## src/rtl/unified_mem_arbiter_if.sv

```systemverilog
// unified_mem_arbiter_if
//   Bundles every handshake and bus signal between the rv32i core, the
//   unified instruction/data memory and unified_mem_arbiter.
//   slave  : the arbiter's view. It takes the requests and mem_rdata, and
//            drives the grants, read returns, memory controls and busy.
//   master : the environment's view (core plus memory), the mirror of slave.
//   Signals:
//     if_req/if_addr -> if_gnt, if_rvalid, if_rdata       fetch port
//     d_req/d_we/d_addr/d_wdata -> d_gnt, d_rvalid, d_rdata   load/store port
//     mem_en/mem_we/mem_addr/mem_wdata -> mem_rdata        memory port
//     busy                                                 read outstanding
interface unified_mem_arbiter_if #(
  parameter int ADDR_W = 32,
  parameter int DATA_W = 32
);
  logic              if_req;
  logic [ADDR_W-1:0] if_addr;
  logic              if_gnt;
  logic              if_rvalid;
  logic [DATA_W-1:0] if_rdata;

  logic              d_req;
  logic              d_we;
  logic [ADDR_W-1:0] d_addr;
  logic [DATA_W-1:0] d_wdata;
  logic              d_gnt;
  logic              d_rvalid;
  logic [DATA_W-1:0] d_rdata;

  logic              mem_en;
  logic              mem_we;
  logic [ADDR_W-1:0] mem_addr;
  logic [DATA_W-1:0] mem_wdata;
  logic [DATA_W-1:0] mem_rdata;

  logic              busy;

  modport slave (
    input  if_req, if_addr, d_req, d_we, d_addr, d_wdata, mem_rdata,
    output if_gnt, if_rvalid, if_rdata, d_gnt, d_rvalid, d_rdata,
           mem_en, mem_we, mem_addr, mem_wdata, busy
  );

  modport master (
    output if_req, if_addr, d_req, d_we, d_addr, d_wdata, mem_rdata,
    input  if_gnt, if_rvalid, if_rdata, d_gnt, d_rvalid, d_rdata,
           mem_en, mem_we, mem_addr, mem_wdata, busy
  );
endinterface

```

## src/rtl/unified_mem_arbiter.sv

```systemverilog
// unified_mem_arbiter
//   Shares one single-port synchronous memory between the instruction-fetch
//   and load/store ports of the rv32i core. One requester is granted per
//   access. Writes complete in the grant cycle. A read waits MEM_LAT cycles,
//   and its data is then returned to the port that issued it. Data wins any
//   tie, but a fetch that has lost STARVE_MAX arbitrations in a row wins the
//   next one.
//   Ports:
//     clk  - single clock, rising edge
//     rst  - asynchronous active-low reset
//     bus  - unified_mem_arbiter_if.slave (requests, grants, read returns,
//            memory port, busy)
module unified_mem_arbiter #(
  parameter int ADDR_W     = 32,
  parameter int DATA_W     = 32,
  parameter int MEM_LAT    = 1,
  parameter int STARVE_MAX = 4
) (
  input  logic                 clk,
  input  logic                 rst,
  unified_mem_arbiter_if.slave bus
);
  localparam int CNT_W = (MEM_LAT > 1) ? $clog2(MEM_LAT) : 1;
  localparam int STV_W = $clog2(STARVE_MAX + 1);
  localparam logic [CNT_W-1:0] CNT_LOAD = CNT_W'(MEM_LAT - 1);
  localparam logic [STV_W-1:0] STV_MAX  = STV_W'(STARVE_MAX);

  typedef enum logic {IDLE, WAIT} state_t;

  state_t            state_q, state_d;
  logic [CNT_W-1:0]  cnt_q, cnt_d;
  logic              owner_q, owner_d;      // 1 = data port owns the read
  logic [STV_W-1:0]  starve_q, starve_d;
  logic [DATA_W-1:0] if_rdata_q, if_rdata_d;
  logic [DATA_W-1:0] d_rdata_q, d_rdata_d;
  logic              if_rvalid_q, if_rvalid_d;
  logic              d_rvalid_q, d_rvalid_d;
  logic              busy_q, busy_d;

  logic fetch_win, data_win;

  // Fetch wins when it is alone, or when it has been starved long enough.
  always_comb begin
    fetch_win = 1'b0;
    data_win  = 1'b0;
    if (state_q == IDLE) begin
      fetch_win = bus.if_req && (!bus.d_req || (starve_q == STV_MAX));
      data_win  = bus.d_req && !fetch_win;
    end
  end

  assign bus.if_gnt    = fetch_win;
  assign bus.d_gnt     = data_win;
  assign bus.mem_en    = fetch_win | data_win;
  assign bus.mem_we    = data_win & bus.d_we;
  assign bus.mem_addr  = fetch_win ? bus.if_addr :
                         (data_win ? bus.d_addr : '0);
  assign bus.mem_wdata = data_win ? bus.d_wdata : '0;

  assign bus.if_rvalid = if_rvalid_q;
  assign bus.if_rdata  = if_rdata_q;
  assign bus.d_rvalid  = d_rvalid_q;
  assign bus.d_rdata   = d_rdata_q;
  assign bus.busy      = busy_q;

  always_comb begin
    state_d     = state_q;
    cnt_d       = cnt_q;
    owner_d     = owner_q;
    starve_d    = starve_q;
    if_rdata_d  = if_rdata_q;
    d_rdata_d   = d_rdata_q;
    if_rvalid_d = 1'b0;
    d_rvalid_d  = 1'b0;

    unique case (state_q)
      IDLE: begin
        // Starvation count only moves while arbitration is possible.
        if (!bus.if_req || fetch_win) begin
          starve_d = '0;
        end else if (starve_q != STV_MAX) begin
          starve_d = starve_q + 1'b1;
        end

        // Writes finish in the grant cycle; only reads enter WAIT.
        if (fetch_win || (data_win && !bus.d_we)) begin
          state_d = WAIT;
          cnt_d   = CNT_LOAD;
          owner_d = data_win;
        end
      end

      WAIT: begin
        cnt_d = cnt_q - 1'b1;
        if (cnt_q == '0) begin
          state_d = IDLE;
          if (owner_q) begin
            d_rdata_d  = bus.mem_rdata;
            d_rvalid_d = 1'b1;
          end else begin
            if_rdata_d  = bus.mem_rdata;
            if_rvalid_d = 1'b1;
          end
        end
      end

      default: state_d = IDLE;
    endcase

    busy_d = (state_d == WAIT);
  end

  always_ff @(posedge clk or negedge rst) begin
    if (!rst) begin
      state_q     <= IDLE;
      cnt_q       <= '0;
      owner_q     <= 1'b0;
      starve_q    <= '0;
      if_rdata_q  <= '0;
      d_rdata_q   <= '0;
      if_rvalid_q <= 1'b0;
      d_rvalid_q  <= 1'b0;
      busy_q      <= 1'b0;
    end else begin
      state_q     <= state_d;
      cnt_q       <= cnt_d;
      owner_q     <= owner_d;
      starve_q    <= starve_d;
      if_rdata_q  <= if_rdata_d;
      d_rdata_q   <= d_rdata_d;
      if_rvalid_q <= if_rvalid_d;
      d_rvalid_q  <= d_rvalid_d;
      busy_q      <= busy_d;
    end
  end
endmodule

```

## src/flat_wrapper.sv

```systemverilog
// flat-port wrapper written by rule: the top's interface ports become plain ports
module unified_mem_arbiter_flat 
#(
  parameter int ADDR_W     = 32,
  parameter int DATA_W     = 32,
  parameter int MEM_LAT    = 1,
  parameter int STARVE_MAX = 4
)
  (clk, rst, bus_if_req, bus_if_addr, bus_d_req, bus_d_we, bus_d_addr, bus_d_wdata, bus_mem_rdata, bus_if_gnt, bus_if_rvalid, bus_if_rdata, bus_d_gnt, bus_d_rvalid, bus_d_rdata, bus_mem_en, bus_mem_we, bus_mem_addr, bus_mem_wdata, bus_busy);
  unified_mem_arbiter_if #(.ADDR_W(ADDR_W), .DATA_W(DATA_W)) bus_i ();
  input  logic clk;
  input  logic rst;
  input wire logic [$bits(bus_i.if_req)-1:0] bus_if_req;
  input wire logic [$bits(bus_i.if_addr)-1:0] bus_if_addr;
  input wire logic [$bits(bus_i.d_req)-1:0] bus_d_req;
  input wire logic [$bits(bus_i.d_we)-1:0] bus_d_we;
  input wire logic [$bits(bus_i.d_addr)-1:0] bus_d_addr;
  input wire logic [$bits(bus_i.d_wdata)-1:0] bus_d_wdata;
  input wire logic [$bits(bus_i.mem_rdata)-1:0] bus_mem_rdata;
  output wire logic [$bits(bus_i.if_gnt)-1:0] bus_if_gnt;
  output wire logic [$bits(bus_i.if_rvalid)-1:0] bus_if_rvalid;
  output wire logic [$bits(bus_i.if_rdata)-1:0] bus_if_rdata;
  output wire logic [$bits(bus_i.d_gnt)-1:0] bus_d_gnt;
  output wire logic [$bits(bus_i.d_rvalid)-1:0] bus_d_rvalid;
  output wire logic [$bits(bus_i.d_rdata)-1:0] bus_d_rdata;
  output wire logic [$bits(bus_i.mem_en)-1:0] bus_mem_en;
  output wire logic [$bits(bus_i.mem_we)-1:0] bus_mem_we;
  output wire logic [$bits(bus_i.mem_addr)-1:0] bus_mem_addr;
  output wire logic [$bits(bus_i.mem_wdata)-1:0] bus_mem_wdata;
  output wire logic [$bits(bus_i.busy)-1:0] bus_busy;
  assign bus_i.if_req = bus_if_req;
  assign bus_i.if_addr = bus_if_addr;
  assign bus_i.d_req = bus_d_req;
  assign bus_i.d_we = bus_d_we;
  assign bus_i.d_addr = bus_d_addr;
  assign bus_i.d_wdata = bus_d_wdata;
  assign bus_i.mem_rdata = bus_mem_rdata;
  assign bus_if_gnt = bus_i.if_gnt;
  assign bus_if_rvalid = bus_i.if_rvalid;
  assign bus_if_rdata = bus_i.if_rdata;
  assign bus_d_gnt = bus_i.d_gnt;
  assign bus_d_rvalid = bus_i.d_rvalid;
  assign bus_d_rdata = bus_i.d_rdata;
  assign bus_mem_en = bus_i.mem_en;
  assign bus_mem_we = bus_i.mem_we;
  assign bus_mem_addr = bus_i.mem_addr;
  assign bus_mem_wdata = bus_i.mem_wdata;
  assign bus_busy = bus_i.busy;
  unified_mem_arbiter #(.ADDR_W(ADDR_W), .DATA_W(DATA_W), .MEM_LAT(MEM_LAT), .STARVE_MAX(STARVE_MAX)) u_core (.clk(clk), .rst(rst), .bus(bus_i));
endmodule
```

## config.mk

```make
export PLATFORM = sky130hd
export DESIGN_NAME = unified_mem_arbiter_flat
export DESIGN_NICKNAME = d
export VERILOG_FILES = /design/src/rtl/unified_mem_arbiter_if.sv /design/src/rtl/unified_mem_arbiter.sv /design/src/flat_wrapper.sv
export SDC_FILE = /design/constraint.sdc
export NUM_CORES = 1
export LEC_CHECK = 0
export CORE_MARGIN = 2
export CORE_UTILIZATION = 33
export DETAILED_ROUTE_END_ITERATION = 6
export PLACE_DENSITY_LB_ADDON = 0.12
export REMOVE_ABC_BUFFERS = 1
export SETUP_SLACK_MARGIN = 0.05
export SYNTH_ARGS = -nofsm -noshare
export SYNTH_HDL_FRONTEND = slang
export SYNTH_SLANG_ARGS = --single-unit
```

## constraint.sdc

```tcl
create_clock -name clk -period 2 [get_ports clk]
set_input_delay 0.3 -clock clk [delete_from_list [all_inputs] [get_ports clk]]
set_output_delay 0.3 -clock clk [all_outputs]
set_load 0.02 [all_outputs]
```

# Word level (Yosys, flattened, before mapping)
# Index checks and enable logic that the tools add are counted.
# totals
ff_bits	72
latch_bits	0
ram_bits	0
romBits	0
word_cells	51
memories	0
# op_classes
n_addsub	2
n_mul	0
div	0
magnitude_cmp	0
n_eq_ne	3
n_shift	0
mux	18
n_bitwise	5
reduce_logical	15
# ops
operator	count
$mux W32	3
$mux W1	11
$mux W3	2
$reduce_and A3 Y1	2
$logic_not A1 Y1	4
$pmux W1 S2	2
$reduce_and A2 Y1	2
$add A3 B1 Y3 const B	1
$eq A3 B3 Y1 const B	1
$logic_and A1 B1 Y1	3
$logic_or A1 B1 Y1	3
$ne A3 B3 Y1 const B	1
$not A1 Y1	3
$ne A2 B2 Y1 const B	1
$reduce_bool A2 Y1	1
$and A1 B1 Y1	1
$or A1 B1 Y1	1
$sub A1 B1 Y1 const B	1

# Longest topological paths before layout
# logic_depth
depth_word	10
mapped_depth	8

# Worst setup path after synthesis
# Ideal clock, no wire load.
# synth_path
path_type	register to output
start	reg u_core.starve_q[0]
end	out bus_mem_wdata[23]
t_arrival_ps	1561
setup_slack_ps	139
stages_incl_launch_ff	9
path_cell_list	dfrtp_1 -> inv_1 -> ha_1 -> nand3_1 -> and3_1 -> buf_2 -> buf_6 -> buf_2 -> and2_1
# synth_via
elab_chain_cells	7
# synth_rtl
item	line_no	rtl
start, declared	unified_mem_arbiter.sv:33	logic [STV_W-1:0] starve_q, starve_d;
start signal, assigned	unified_mem_arbiter.sv:128	starve_q <= starve_d;
$eq A3 B3 Y1	unified_mem_arbiter.sv:47	fetch_win = bus.if_req && (!bus.d_req || (starve_q == STV_MAX));
$logic_or A1 B1 Y1	unified_mem_arbiter.sv:47	
$logic_and A1 B1 Y1	unified_mem_arbiter.sv:47	
$logic_not A1 Y1	unified_mem_arbiter.sv:48	data_win = bus.d_req && !fetch_win;
$logic_and A1 B1 Y1	unified_mem_arbiter.sv:48	
$mux W1	unified_mem_arbiter.sv:46	if (state_q == IDLE) begin
net bus_d_gnt	flat_wrapper.sv:23	output wire logic [$bits(bus_i.d_gnt)-1:0] bus_d_gnt;
$mux W32	unified_mem_arbiter.sv:58	assign bus.mem_wdata = data_win ? bus.d_wdata : '0;
end, declared	flat_wrapper.sv:29	output wire logic [$bits(bus_i.mem_wdata)-1:0] bus_mem_wdata;
# The timed path passes the listed nets, and every way through them passes these cells.

# Worst setup path in the final report
# layout_path
start	reg u_core.starve_q[1]
end	out bus_mem_wdata[26]
# layout_via
elab_chain_cells	7
# layout_rtl
item	line_no
$eq A3 B3 Y1	unified_mem_arbiter.sv:47
$logic_or A1 B1 Y1	unified_mem_arbiter.sv:47
$logic_and A1 B1 Y1	unified_mem_arbiter.sv:47
$logic_not A1 Y1	unified_mem_arbiter.sv:48
$logic_and A1 B1 Y1	unified_mem_arbiter.sv:48
$mux W1	unified_mem_arbiter.sv:46
$mux W32	unified_mem_arbiter.sv:58
# No other way between the ends.

==> results.yml <==
status:
  status: "finished, violations left"
  violations: "setup timing"
cts:
  cts_buffers: 9
  root_buffer: "clkbuf_8"
  numClockSinks: 72
  cts_tree: "done"
  worstSkewPairLatency_ns: 0.34
  ctsLongestPathBuffers: 2
  path_clk_slew_ns: 0.08
  cts-htree-levels: 3
pwr:
  p_leak_uw: 0.00300
  p_per_area_mw_per_mm2: 1370
  peakVddDrop_mv: 0.668
logic_synthesis:
  synth-edff-count: 0
  yosysTopAreaCell: "dfrtp_1"
  synth_xor_area_frac: 0
  yosys_warnings: 0
  yosys-top-cells-area: "dfrtp_1 54%, mux2_2 21%, a22o_1 8.4%"
  synth_top_family_by_area: "multiplexers"
  synth_seq_area_share: 0.542
  synthArstFlopShare: 1.00
  synth_mux_area_frac: 0.220
  synthSimpleGateAreaFrac: 0.0851
  synth-compound-area-share: 0.104
  syn_area_sq_mm: 0.00332
  synth-seq-cells: 72
  synthAdderAreaFrac: 0.00753
  yosys-top-cells-count: "72 x dfrtp_1, 63 x mux2_2, 33 x and2_1"
  yosys.cell_count.top_type: "dfrtp_1"
  ys_types: 28
  synth_top_area_frac: 0.542
  avgSynthCellArea_sq_um: 13.4
  ys.flop_type: "dfrtp_1"
  synth_cells: 248
worst_setup_path:
  crit_family: "simple AND/OR/NAND/NOR gates"
  cp-start-kind: "register"
  cp_data_arrival_time_ns: 1.86
  slowest_stage: "dfrtp_1"
  crit_buf_inv: 4
  path_max_fanout: 7
  critPathRequiredTime_ns: 1.70
  cp_cell_sequence: "inv_2 > ha_4 > nand3_2 > and3_4 > buf_12 > clkbuf_16 > and2_4 > buf_6"
  critPathMaxStageDelay_ns: 0.37
  end_kind: "primary output"
  worstSetupPathType: "register to primary output"
timing:
  finalSetupViolations: 65
  setup_ws_ns: -0.156
  final_hold_viol_count: 0
  post-route-period-util: 1.08
  setup_tns_ns: -6.15
  max_slew.worst_pin.slew_ns: 0.384
  fin_hold_ws_ns: 0.494
  maxSlewHeadroom: 0.744
  skew_ns: 0.00711
  period_needed_ns: 2.16
  rsz0062_at_grt: "true"
  final-max-slew-violation-count: 0
  max_freq_mhz: 464
finish:
  drive_above_1_share: 0.409
  nNetsFinal: 680
  fillers: 718
  syn_to_final_growth_pct: 107
  n_antenna_cell: 0
global_route:
  antenna_found_initial: 0
  grt_pass1_vias: 3357
  grt_overflow: 0
  track_usage: 0.224
  grt_pass1_wl_microns: 18900
  grt_max_degree: 73
routing:
  wirelength_microns: 12700
  detail_route.wl_per_cell_microns: 18.7
  vias: 3196
  ant_nets: 0
  drt_pass1_iterations: 4
  drt_iter0_drc: 158
  avgViaCountPerCell: 4.69
  drc: 0
floorplan:
  fp-row-count: 36
  die_x_microns: 104
  die_h_microns: 104
  initial_core_util: 0.340
  die_area_sq_mm: 0.0109
  ios: 268
  core_area_sq_mm: 0.00977
job:
  drv_cap: 0
placement:
  globalplace.congestion: 0.883
  dpl.hpwl_microns: 9160
  port_buffers: 267
  dp_slack_ns: -0.458
worst_hold_path:
  hold_class: "input port to async pin"
==> logic make-up after synthesis <==
kind of cell             after synthesis
adder cells (fa/ha/maj)                2
buffers and inverters                 24
AND/OR/NAND/NOR                       45
flip-flops                            72
multiplexers                          65
AO/OA/AOI/OAI                         40
==> routing by layer <==
metal,track usage,part of all wire,vias to the layer above
li1,-,-,1478
met1,0.274,0.39,1553
met2,0.381,0.51,148
met3,0.0752,0.082,17
met4,0.0531,0.012,0
met5,0,0,-
==> per-stage QoR <==
stage | std cells | total power [uW] | util | area, sq um
floorplan | 230 | 5150 | - | 3210
global placement | 650 | 7810 | 0.639 | 6250
detailed placement | 650 | 7920 | 0.639 | 6250
CTS | 671 | 9280 | 0.675 | 6600
global route | 681 | 9950 | 0.705 | 6890
finish | 681 | 9470 | 0.705 | 6890
==> placed cells by master (no fill, tap or decap), types with 6 or more instances in the layout <==
cell type	n
mux2_2	63
clkbuf_8	9
and2_4	31
buf_4	24
clkdlybuf4s50_1	198
a22o_1	31
buf_6	67
dfrtp_1	72
buf_12	6
==> cell type report <==
| class | count | area [sq um] | share of cell area |
|---|---|---|---|
| Inverter | 6 | 22.5 | 0.00327 |
| Timing Repair Buffer | 304 | 3200 | 0.465 |
| Multi-Input combinational cell | 152 | 1510 | 0.220 |
| Clock inverter | 5 | 58.8 | 0.00854 |
| Tap cell | 133 | 166 | 0.0242 |
| Clock buffer | 9 | 124 | 0.0180 |
| Sequential cell | 72 | 1800 | 0.262 |
==> final timing paths <==
path	end	cells after the start	from	slack (ns)
worst min-delay path	u_core.bus.d_rdata[24]	3	rst	0.49
max in group asynchronous	u_core.bus.d_rdata[13]	3	rst	1.18
min in group clk	u_core.bus.if_rdata[16]	1	u_core.bus.if_rdata[16]	0.50
worst max register to register	u_core.state_q	10	u_core.starve_q[1]	0.25
worst min register to register	u_core.bus.if_rdata[16]	1	u_core.bus.if_rdata[16]	0.50
worst max-delay path	bus_mem_wdata[26]	8	u_core.starve_q[1]	-0.16
==> sequential cells by signal, indices dropped and copies added (netlist names) <==
signal and flops:
u_core.bus.if_rdata 32, u_core.cnt_q 1, u_core.bus.d_rdata 32, u_core.bus.if_rvalid 1
u_core.state_q 1, u_core.owner_q 1, u_core.starve_q 3, u_core.bus.d_rvalid 1
==> power breakdown <==
group / internal [uW] / total (uW) / switching (uW)
Combinational: 3220 / 5810 / 2600
Clock: 564 / 1090 / 528
Sequential: 2190 / 2570 / 373
==> worst min-delay path, stage by stage <==
cell and delay, ns:
dlygate4sd3_1 0.52, buf_2 0.12, buf_12 0.30
==> timing repair <==
item,4_1_cts,5_1_grt
hold buffers,1,0
buffers inserted,3,7
gates resized for setup,375,58
pin swaps,14,19
cloned,3,4
endpoints found under the hold margin,34,0
setup endpoints to repair,68,68
Note: power is estimated with default switching activity, not from simulation.
